`config.mk`:
```
export PLATFORM = sky130hd
export DESIGN_NAME = inst_fetch_decode
export DESIGN_NICKNAME = d
export VERILOG_FILES = /design/src/rtl/inst_fetch_decode.sv
export SDC_FILE = /design/constraint.sdc
export NUM_CORES = 1
export LEC_CHECK = 0
export ABC_AREA = 1
export ABC_CLOCK_PERIOD_IN_PS = 1800
export CORE_ASPECT_RATIO = 2
export CORE_MARGIN = 4
export CORE_UTILIZATION = 30
export CTS_CLUSTER_SIZE = 28
export DETAILED_ROUTE_END_ITERATION = 6
export PLACE_DENSITY_LB_ADDON = 0.3
export SLEW_MARGIN = 20
export SYNTH_ARGS = -nofsm -noshare
export SYNTH_HDL_FRONTEND = slang
export SYNTH_SLANG_ARGS = --single-unit
export TNS_END_PERCENT = 20
```
`constraint.sdc`:
```
create_clock -name clk -period 1.8 [get_ports clk]
set_clock_uncertainty 0.2 [all_clocks]
set_input_delay 0.18 -clock clk [delete_from_list [all_inputs] [get_ports clk]]
set_output_delay 0.18 -clock clk [all_outputs]
set_load 0.01 [all_outputs]
```
`src/rtl/inst_fetch_decode.sv`:
```
// Fetch/decode stage: fetches 32-bit words into IR, decodes fields, and issues them downstream over valid/ready.
// Latency: start -> imem_req next cycle; imem_valid -> issue_valid next cycle; best case one instruction per 3 cycles.
// Backpressure: issue_valid holds with stable fields until issue_ready; HALT stops everything until reset.
// Optional: define FETCH_TIMEOUT_EN to build the fetch watchdog (TIMEOUT cycles in WAIT without data -> timeout halt).
module inst_fetch_decode #(
  parameter int PC_W    = 16,
  parameter int TIMEOUT = 15
) (
  input  logic            clk,
  input  logic            rst_n,
  input  logic            start,
  output logic            imem_req,
  output logic [PC_W-1:0] imem_addr,
  input  logic            imem_valid,
  input  logic [31:0]     imem_rdata,
  output logic            issue_valid,
  input  logic            issue_ready,
  output logic [4:0]      opcode,
  output logic [4:0]      rdst,
  output logic [4:0]      rsrc1,
  output logic            imm_mode,
  output logic [4:0]      rsrc2,
  output logic [15:0]     isrc,
  output logic            is_logic,
  output logic [PC_W-1:0] pc,
  output logic            halted,
  output logic            illegal,
  output logic            timeout
);

  typedef enum logic [2:0] {
    S_IDLE  = 3'd0,
    S_REQ   = 3'd1,
    S_WAIT  = 3'd2,
    S_ISSUE = 3'd3,
    S_HALT  = 3'd4
  } state_t;

  localparam logic [4:0] OP_HALT      = 5'b11111;
  localparam logic [4:0] OP_LAST_LEGL = 5'b01100;
  localparam logic [4:0] OP_LOGIC_LO  = 5'b00110;

  state_t          state_q, state_d;
  logic [31:0]     ir_q, ir_d;
  logic [PC_W-1:0] pc_q, pc_d;
  logic            illegal_q, illegal_d;
  logic [4:0]      rd_op;

  assign rd_op = imem_rdata[31:27];

`ifdef FETCH_TIMEOUT_EN
  localparam int CNT_W = (TIMEOUT < 2) ? 1 : $clog2(TIMEOUT + 1);
  logic [CNT_W-1:0] cnt_q, cnt_d;
  logic             timeout_q, timeout_d;
`else
  // The watchdog limit has no meaning without the watchdog.
  logic unused_timeout_param;
  assign unused_timeout_param = (TIMEOUT == 0);
`endif

  // Next-state, datapath updates and status decode for the fetch FSM.
  always_comb begin
    state_d   = state_q;
    ir_d      = ir_q;
    pc_d      = pc_q;
    illegal_d = illegal_q;
`ifdef FETCH_TIMEOUT_EN
    cnt_d     = cnt_q;
    timeout_d = timeout_q;
`endif
    case (state_q)
      S_IDLE: begin
        if (start) state_d = S_REQ;
      end
      S_REQ: begin
`ifdef FETCH_TIMEOUT_EN
        cnt_d = '0;
`endif
        state_d = S_WAIT;
      end
      S_WAIT: begin
        if (imem_valid) begin
          // Data arriving on the expiry cycle wins over the watchdog.
          ir_d = imem_rdata;
          if (rd_op == OP_HALT) begin
            state_d = S_HALT;
          end else if (rd_op > OP_LAST_LEGL) begin
            illegal_d = 1'b1;
            state_d   = S_HALT;
          end else begin
            state_d = S_ISSUE;
          end
        end
`ifdef FETCH_TIMEOUT_EN
        else if (cnt_q == CNT_W'(TIMEOUT - 1)) begin
          timeout_d = 1'b1;
          state_d   = S_HALT;
        end else begin
          cnt_d = cnt_q + CNT_W'(1);
        end
`endif
      end
      S_ISSUE: begin
        if (issue_ready) begin
          pc_d    = pc_q + PC_W'(1);
          state_d = S_REQ;
        end
      end
      S_HALT: begin
        state_d = S_HALT;
      end
      default: begin
        state_d = S_IDLE;
      end
    endcase
  end

  // State and datapath registers with synchronous active-low reset.
  always_ff @(posedge clk) begin
    if (!rst_n) begin
      state_q   <= S_IDLE;
      ir_q      <= '0;
      pc_q      <= '0;
      illegal_q <= 1'b0;
`ifdef FETCH_TIMEOUT_EN
      cnt_q     <= '0;
      timeout_q <= 1'b0;
`endif
    end else begin
      state_q   <= state_d;
      ir_q      <= ir_d;
      pc_q      <= pc_d;
      illegal_q <= illegal_d;
`ifdef FETCH_TIMEOUT_EN
      cnt_q     <= cnt_d;
      timeout_q <= timeout_d;
`endif
    end
  end

  assign imem_req    = (state_q == S_REQ);
  assign imem_addr   = pc_q;
  assign issue_valid = (state_q == S_ISSUE);
  assign halted      = (state_q == S_HALT);
  assign pc          = pc_q;
  assign illegal     = illegal_q;
`ifdef FETCH_TIMEOUT_EN
  assign timeout     = timeout_q;
`else
  assign timeout     = 1'b0;
`endif

  // Field slices come straight off IR so they are stable while issuing.
  assign opcode   = ir_q[31:27];
  assign rdst     = ir_q[26:22];
  assign rsrc1    = ir_q[21:17];
  assign imm_mode = ir_q[16];
  assign rsrc2    = ir_q[15:11];
  assign isrc     = ir_q[15:0];
  assign is_logic = (ir_q[31:27] >= OP_LOGIC_LO) && (ir_q[31:27] <= OP_LAST_LEGL);

endmodule
```
[After elaboration in Yosys (flattened, before gate mapping)]
Cells that the tools add are included.
Storage, ports and cells
  flip-flop bits (word level): 52
  output and inout bits: 75
  logic and storage cells: 29
Operators by class
  add/subtract/negate cells: 1
  order comparisons: 3
  equality and inequality tests: 8
  multiplexer cells: 6
  bitwise gates (word level): 1
  reduce and logical (&&, ||, !) cells: 6
Operator list (number)
  $add A16 B1 Y16 const B: 1
  $mux W3: 5
  $pmux W3 S5: 1
  $eq A3 B2 Y1 const B: 2
  $eq A5 B5 Y1 const B: 1
  $ge A5 B3 Y1 const B: 1
  $gt A5 B4 Y1 const B: 1
  $le A5 B4 Y1 const B: 1
  $ne A2 B2 Y1 const B: 2
  $reduce_and A2 Y1: 2
  $reduce_and A4 Y1: 1
  $eq A3 B1 Y1 const B: 1
  $eq A3 B3 Y1 const B: 1
  $logic_not A3 Y1: 1
  $reduce_and A3 Y1: 1
  $ne A2 B1 Y1 const B: 1
  $logic_and A1 B1 Y1: 1
  $not A1 Y1: 1

[Longest topological paths before layout]
Gate-level depths: netlist of run 1.
  depth after elaboration: 5
  gate-level depth with buffers: 9
  mapped depth without buffers: 9

[Worst setup path after synthesis of run 1]
OpenSTA, ideal clock, no wires.
  path type: register -> register
  start point: register pc_q[1], in the netlist imem_addr[1]
  end point: register pc_q[8], in the netlist imem_addr[8]
  library setup time: 0.116 ns
  arrival time: 1.248 ns
  required time: 1.484 ns
  setup slack: 0.236 ns
  stages on the path, launching flop included: 9
  path through: dfxtp_1 -> ha_1 -> inv_1 -> nor2_1 -> nand2_1 -> nor2_4 -> nand2_1 -> o21ai_0 -> nor2_1
Between the ends
  word-level cells in the longest chain between the ends: 1
Ends and longest elaborated chain
  start: declaration: RTL line 45  | logic [PC_W-1:0] pc_q, pc_d;
  start signal: assignment: RTL line 132  | pc_q <= pc_d;
  $add A16 B1 Y16: RTL line 105  | pc_d = pc_q + PC_W'(1);
Every way passes these cells.
A chain may end at the register's enable or synchronous reset.

[Worst setup path after layout of run 1]
  start point: register pc_q[5], in the netlist imem_addr[5]
  end point: output port pc[5]
RTL lines
  end: declaration: RTL line 25  | output logic [PC_W-1:0] pc,
No word-level cell between the ends.

==> results.py, run 1 <==
metrics = {
    "status": {
        "outcome": "complete, no violations",
    },
    "min_path": {
        "min_path_type": "reg -> reg",
    },
    "critical_path": {
        "slowest_stage": "clkdlybuf4s50_1",
        "critPathMaxStageDelay_ns": 0.60,
        "arrival_ns": 1.35,
        "crit_chain": "clkdlybuf4s50_1",
        "required_ns": 1.42,
        "cp_top_family": "buffers and inverters",
        "crit_path_end_kind": "output pin",
        "criticalPathCategory": "reg -> out",
        "path_buf_inv": 1,
        "path_max_fanout": 7,
        "cp-start-kind": "flip-flop",
    },
    "timing": {
        "finalCritPeriodShare": 0.963,
        "setup_tns_ns": 0,
        "fmax_mhz": 577,
        "setup_viol": 0,
        "hold_slack_ns": 0.281,
        "hold_viol": 0,
        "grt_setup_unrepaired": "false",
        "min_period_ns": 1.73,
        "drv_slew": 0,
    },
    "cells_and_area": {
        "synthToLayoutAreaGrowth_pct": 50.4,
        "final_cells": 535,
        "final-seq-area_um2": 1040,
        "diodes": 0,
        "multi_input_area_um2": 1010,
        "drive_above_1_share": 0.0569,
        "num-fill-cells": 792,
        "fin_area_um2": 3630,
        "nNetsFinal": 476,
    },
    "cts": {
        "root_buffer": "clkbuf_16",
        "cts.htree.levels": 2,
        "cts_inserted_buffers": 5,
        "clk_path_buf_depth": 2,
        "postCtsSetupBuffers": 0,
        "clkTransAtPathRegs_ns": 0.07,
        "cts_tree": "built",
        "clk_latency_ns": 0.29,
        "cts.sinks": 52,
    },
    "yosys": {
        "syn_area_per_cell_um2": 6.99,
        "synth_edf_count": 0,
        "yosysTopAreaCell": "dfxtp_1",
        "ys_seq_elements": 52,
        "async_reset_ff_frac": 0,
        "yosysWarningCount": 0,
        "synthCells": 345,
        "synthTopCellsByCount": "89 x nor2_1, 52 x dfxtp_1, 51 x nand2_1, 34 x o21ai_0, 31 x inv_1",
        "yosysMostFrequentCell": "nor2_1",
        "ys.flop_type": "dfxtp_1",
        "syn_nets": 383,
        "ys_types": 27,
        "synth_top_area_share": 0.432,
        "yosysSeqAreaShare": 0.432,
        "synth_area_leaders": "dfxtp_1 43%, nor2_1 14%, nand2_1 7.9%",
        "synth_area_um2": 2410,
    },
    "detailed_routing": {
        "ant_nets": 0,
        "viasPerCell": 4.55,
        "wl_per_cell_um": 12.6,
        "via_count": 2436,
        "wl_met3_um": 436,
        "wl_met2_um": 3710,
        "drcViolationCount": 0,
        "m1WireLength_um": 2480,
        "top_layer": "met4",
        "wirelength_um": 6730,
        "drtIter0Drc": 104,
        "dr.pass1.iters": 5,
    },
    "placed_design": {
        "placed_cells": 527,
        "numPortBuffers": 110,
        "place_area_um2": 3480,
        "gp_congestion": 0.778,
        "dp_hpwl_um": 5160,
    },
    "global_route": {
        "grt_pass1_vias": 2399,
        "overflow": 0,
        "grt_start_max_net_pins": 37,
        "grt_antenna_before_repair": 0,
        "grt_first_pass_wirelength_um": 11000,
        "grt_use_total": 0.143,
    },
    "power_and_ir_drop": {
        "leakage_nw": 1.41,
        "pwr-share-seq": 0.437,
        "power.internal_w": 0.00224,
        "netSwitchingFraction": 0.278,
        "ir_drop_mv": 0.482,
        "power_density_nw_per_um2": 856,
        "p_comb_frac": 0.253,
        "p_switching_w": 0.000862,
        "pwr-share-clk": 0.310,
    },
    "floorplan": {
        "chipWidth_um": 71.4,
        "fp.coreArea_um2": 7890,
        "dieArea_um2": 9630,
        "initial_utilization": 0.306,
        "die_y_um": 135,
        "ioPinCount": 112,
        "rows": 46,
    },
    "flow_run": {
        "maxCapViolCount": 0,
    },
}
metal layers:
metal	GRT usage	up-vias
met1	0.138	1102
li1	-	1253
met2	0.279	74
met5	0	-
met4	0.0533	0
met3	0.0387	7
cells in the final DEF (no fill, tap or decap), types with 2 or more instances in the layout:
cell and count:
a21oi_1 16, buf_4 9, clkbuf_16 5, clkdlybuf4s50_1 106, dfxtp_1 50, dfxtp_2 2
dlygate4sd2_1 4, inv_1 30, inv_2 2, nand2_1 51, nand3_1 9, nand4_1 9
nor2_1 88, nor3_1 4, nor3b_1 3, o21ai_0 34, o21ai_1 3
timing repair:
item,4_1_cts,5_1_grt
hold buffers,0,0
resized for setup,7,1
pin swaps,0,0
endpoints found under the setup margin,4,2
through the flow:
step | utilization | total power (W) | setup slack [ns]
after floorplan | - | 0.00179 | 0.236
after global placement | 0.441 | 0.00217 | -0.00608
after detailed placement | 0.441 | 0.00219 | 0.0154
after CTS | 0.460 | 0.00316 | 0.0186
after global routing | 0.460 | 0.00329 | 0.0182
final | 0.460 | 0.00311 | 0.0658
area by class of cell:
cell class,instances,area share
sequential,52,0.288
clock buffer,7,0.0393
clock inverter,1,0.00207
timing repair buffer,120,0.326
tap,96,0.0331
inverter,33,0.0341
multi-input combinational,226,0.278
path summary, 6_finish.rpt:
kind / cells past startpoint / slack (ns) / end / startpoint
min reg2reg: 2 / 0.28 / illegal / illegal
max reg2reg: 9 / 0.21 / imem_addr[7] / imem_addr[0]
max: 1 / 0.07 / pc[5] / imem_addr[5]
min: 2 / 0.28 / illegal / illegal
logic make-up (layout without fill, tap and decap cells):
| kind of cell | count (synthesis) | count (layout) | share of synthesized area |
|---|---|---|---|
| other | 1 | 1 | 0.00155 |
| xor gates and xnor gates | 1 | 1 | 0.00363 |
| AOI/OAI and AO/OA | 54 | 54 | 0.114 |
| buffers and inverters | 67 | 161 | 0.152 |
| DFF | 52 | 52 | 0.432 |
| adders and majority gates | 1 | 1 | 0.00519 |
| and+or+nand+nor | 169 | 169 | 0.292 |
power by group through the flow:
stage          combinational [W]  clock (W)  sequential (W)
2_1_floorplan           0.000377          0         0.00142
3_3_place_gp            0.000800          0         0.00137
3_5_place_dp            0.000808          0         0.00138
4_1_cts                 0.000801    0.00101         0.00136
5_1_grt                 0.000874    0.00104         0.00138
6_report                0.000787   0.000961         0.00136
sequential cells by signal (all words and copies together) (netlist names):
| register | flops |
|---|---|
| state_q | 3 |
| imem_addr | 16 |
| illegal | 1 |
| ir_q | 32 |
Power figures use the tool's default switching activity.
==> run 2: changes to the inputs <==
Settings changed: CORE_MARGIN 4 to unset, SETUP_SLACK_MARGIN set to 0.2.
==> results.py, run 2 (synthesized netlist as in run 1, its figures left out) <==
metrics = {
    "critical_path": {
        "arrival_ns": 1.30,
        "critPathMaxStageDelay_ns": 0.58,
        "crit_chain": "clkdlybuf4s50_1",
        "slowest_stage": "clkdlybuf4s50_1",
        "r2r-end": "imem_addr[8]",
        "crit_start": "imem_addr[9]",
        "crit_path_end_kind": "output pin",
        "path_max_fanout": 6,
        "required_ns": 1.42,
        "path_buf_inv": 1,
        "rr_worst_depth": 7,
        "crit_end": "imem_addr[9]",
        "criticalPathCategory": "reg -> out",
        "crit-reg2reg-launch": "state_q[2]",
        "cp-start-kind": "flip-flop",
        "cp_top_family": "buffers and inverters",
        "worst-r2r-setup-slack_ns": 0.26,
        "cp.depth": 1,
    },
    "cts": {
        "clk_path_buf_depth": 2,
        "cts_inserted_buffers": 5,
        "cts.sinks": 52,
        "cts_tree": "built",
        "clk_latency_ns": 0.29,
        "postCtsSetupBuffers": 0,
        "root_buffer": "clkbuf_16",
        "cts.htree.levels": 2,
        "cts_hold_buffers": 0,
        "clkTransAtPathRegs_ns": 0.07,
    },
    "detailed_routing": {
        "drcViolationCount": 0,
        "via_count": 2446,
        "viasPerCell": 4.60,
        "dr.pass1.iters": 4,
        "wl_per_cell_um": 12.4,
        "drtIter0Drc": 153,
        "ant_nets": 0,
        "wirelength_um": 6600,
    },
    "power_and_ir_drop": {
        "power_density_nw_per_um2": 838,
        "leakage_nw": 1.59,
        "fin_total_pwr_w": 0.00306,
        "ir_drop_mv": 0.553,
    },
    "flow_run": {
        "maxCapViolCount": 0,
    },
    "cells_and_area": {
        "largest_reg_flops": 32,
        "num-fill-cells": 771,
        "final-seq-area_um2": 1060,
        "diodes": 0,
        "largest-register": "ir_q",
        "final_common_cell": "clkdlybuf4s50_1",
        "synthToLayoutAreaGrowth_pct": 51.3,
        "nNetsFinal": 476,
        "layout_common_cells": "93 x clkdlybuf4s50_1, 87 x nor2_1, 50 x nand2_1, 41 x dfxtp_1, 34 x o21ai_0",
        "drive_above_1_share": 0.0845,
        "multi_input_area_um2": 1010,
    },
    "timing": {
        "setup_slack_ns": 0.119,
        "setup_viol": 0,
        "hold_viol": 0,
        "fmax_mhz": 595,
        "min_period_ns": 1.68,
        "grt_setup_unrepaired": "true",
        "setup_tns_ns": 0,
        "drv_slew": 0,
        "finalCritPeriodShare": 0.934,
    },
    "floorplan": {
        "chipWidth_um": 65.4,
        "die_y_um": 129,
        "ioPinCount": 112,
        "rows": 45,
        "dieArea_um2": 8430,
        "initial_utilization": 0.313,
        "fp.coreArea_um2": 7710,
    },
    "global_route": {
        "grt_start_max_net_pins": 37,
        "grt_antenna_before_repair": 0,
        "grt_pass1_vias": 2296,
        "overflow": 0,
        "grt_first_pass_wirelength_um": 10500,
        "grt_use_total": 0.161,
    },
    "placed_design": {
        "gp_congestion": 0.868,
        "dp_hpwl_um": 5070,
        "numPortBuffers": 110,
        "post-place-ws_ns": -0.0504,
    },
    "min_path": {
        "worstHoldPathCells": 2,
        "min_path_type": "reg -> reg",
    },
    "status": {
        "outcome": "complete, no violations",
    },
}
## run 2: changes by cell type in the layout (fill, tap and decap cells not counted), moves of 2 or more
cell / delta
dfxtp_2: +7
dlygate4sd2_1: +2
clkdlybuf4s50_1: -13
dlymetal6s2s_1: +9
dfxtp_1: -9
dfxtp_4: +2
## run 2: tightest hold or removal path, cell delays in order, from the launching register on
cell,delay (ns)
dfxtp_1,0.32
inv_1,0.05
a21oi_1,0.06
## run 2: metrics by stage
step / std cells / utilization / instance area (um^2) / hold WS, ns
final: 532 / 0.473 / 3650 / 0.272
after global routing: 532 / 0.473 / 3650 / 0.304
after CTS: 532 / 0.469 / 3620 / 0.277
after detailed placement: 525 / 0.451 / 3480 / 0.257
after global placement: 525 / 0.451 / 3480 / 0.242
after floorplan: 345 / - / 2410 / 0.128
## run 2: worst min-delay path by stage
stage                              start        to  slack (ns)
after floorplan           imem_rdata[27]  ir_q[27]        0.13
after global placement           illegal   illegal        0.24
after detailed placement         illegal   illegal        0.26
after CTS                        illegal   illegal        0.28
after global routing             ir_q[6]   ir_q[6]        0.30
final                            illegal   illegal        0.27
## run 2: area by class of cell
| class | instances | area share |
|---|---|---|
| clock buffers | 5 | 0.0343 |
| inverters | 33 | 0.0339 |
| clock inverters | 2 | 0.00343 |
| flip-flops and latches | 52 | 0.290 |
| repair buffers | 120 | 0.328 |
| well taps | 94 | 0.0322 |
| multi-input cells | 226 | 0.277 |
## run 2: repair_timing
action / 4_1_cts / 5_1_grt
setup endpoints to repair: 40 / 57
resized for setup: 22 / 16
pin swaps: 0 / 1
## run 2: metal layers
layer  GRT usage  wire (um)  vias up
li1            -          -     1251
met1       0.161       2410     1099
met2       0.307       3690       85
met4      0.0729        179        0
met5           0          0        -
met3      0.0328        319       11
## run 2: where the power goes
group | switching, W | leakage [nW] | total, W | internal (W)
Clock | 0.000401 | 0.0657 | 0.000906 | 0.000505
Sequential | 0.0000903 | 0.426 | 0.00136 | 0.00127
Combinational | 0.000370 | 1.10 | 0.000791 | 0.000421
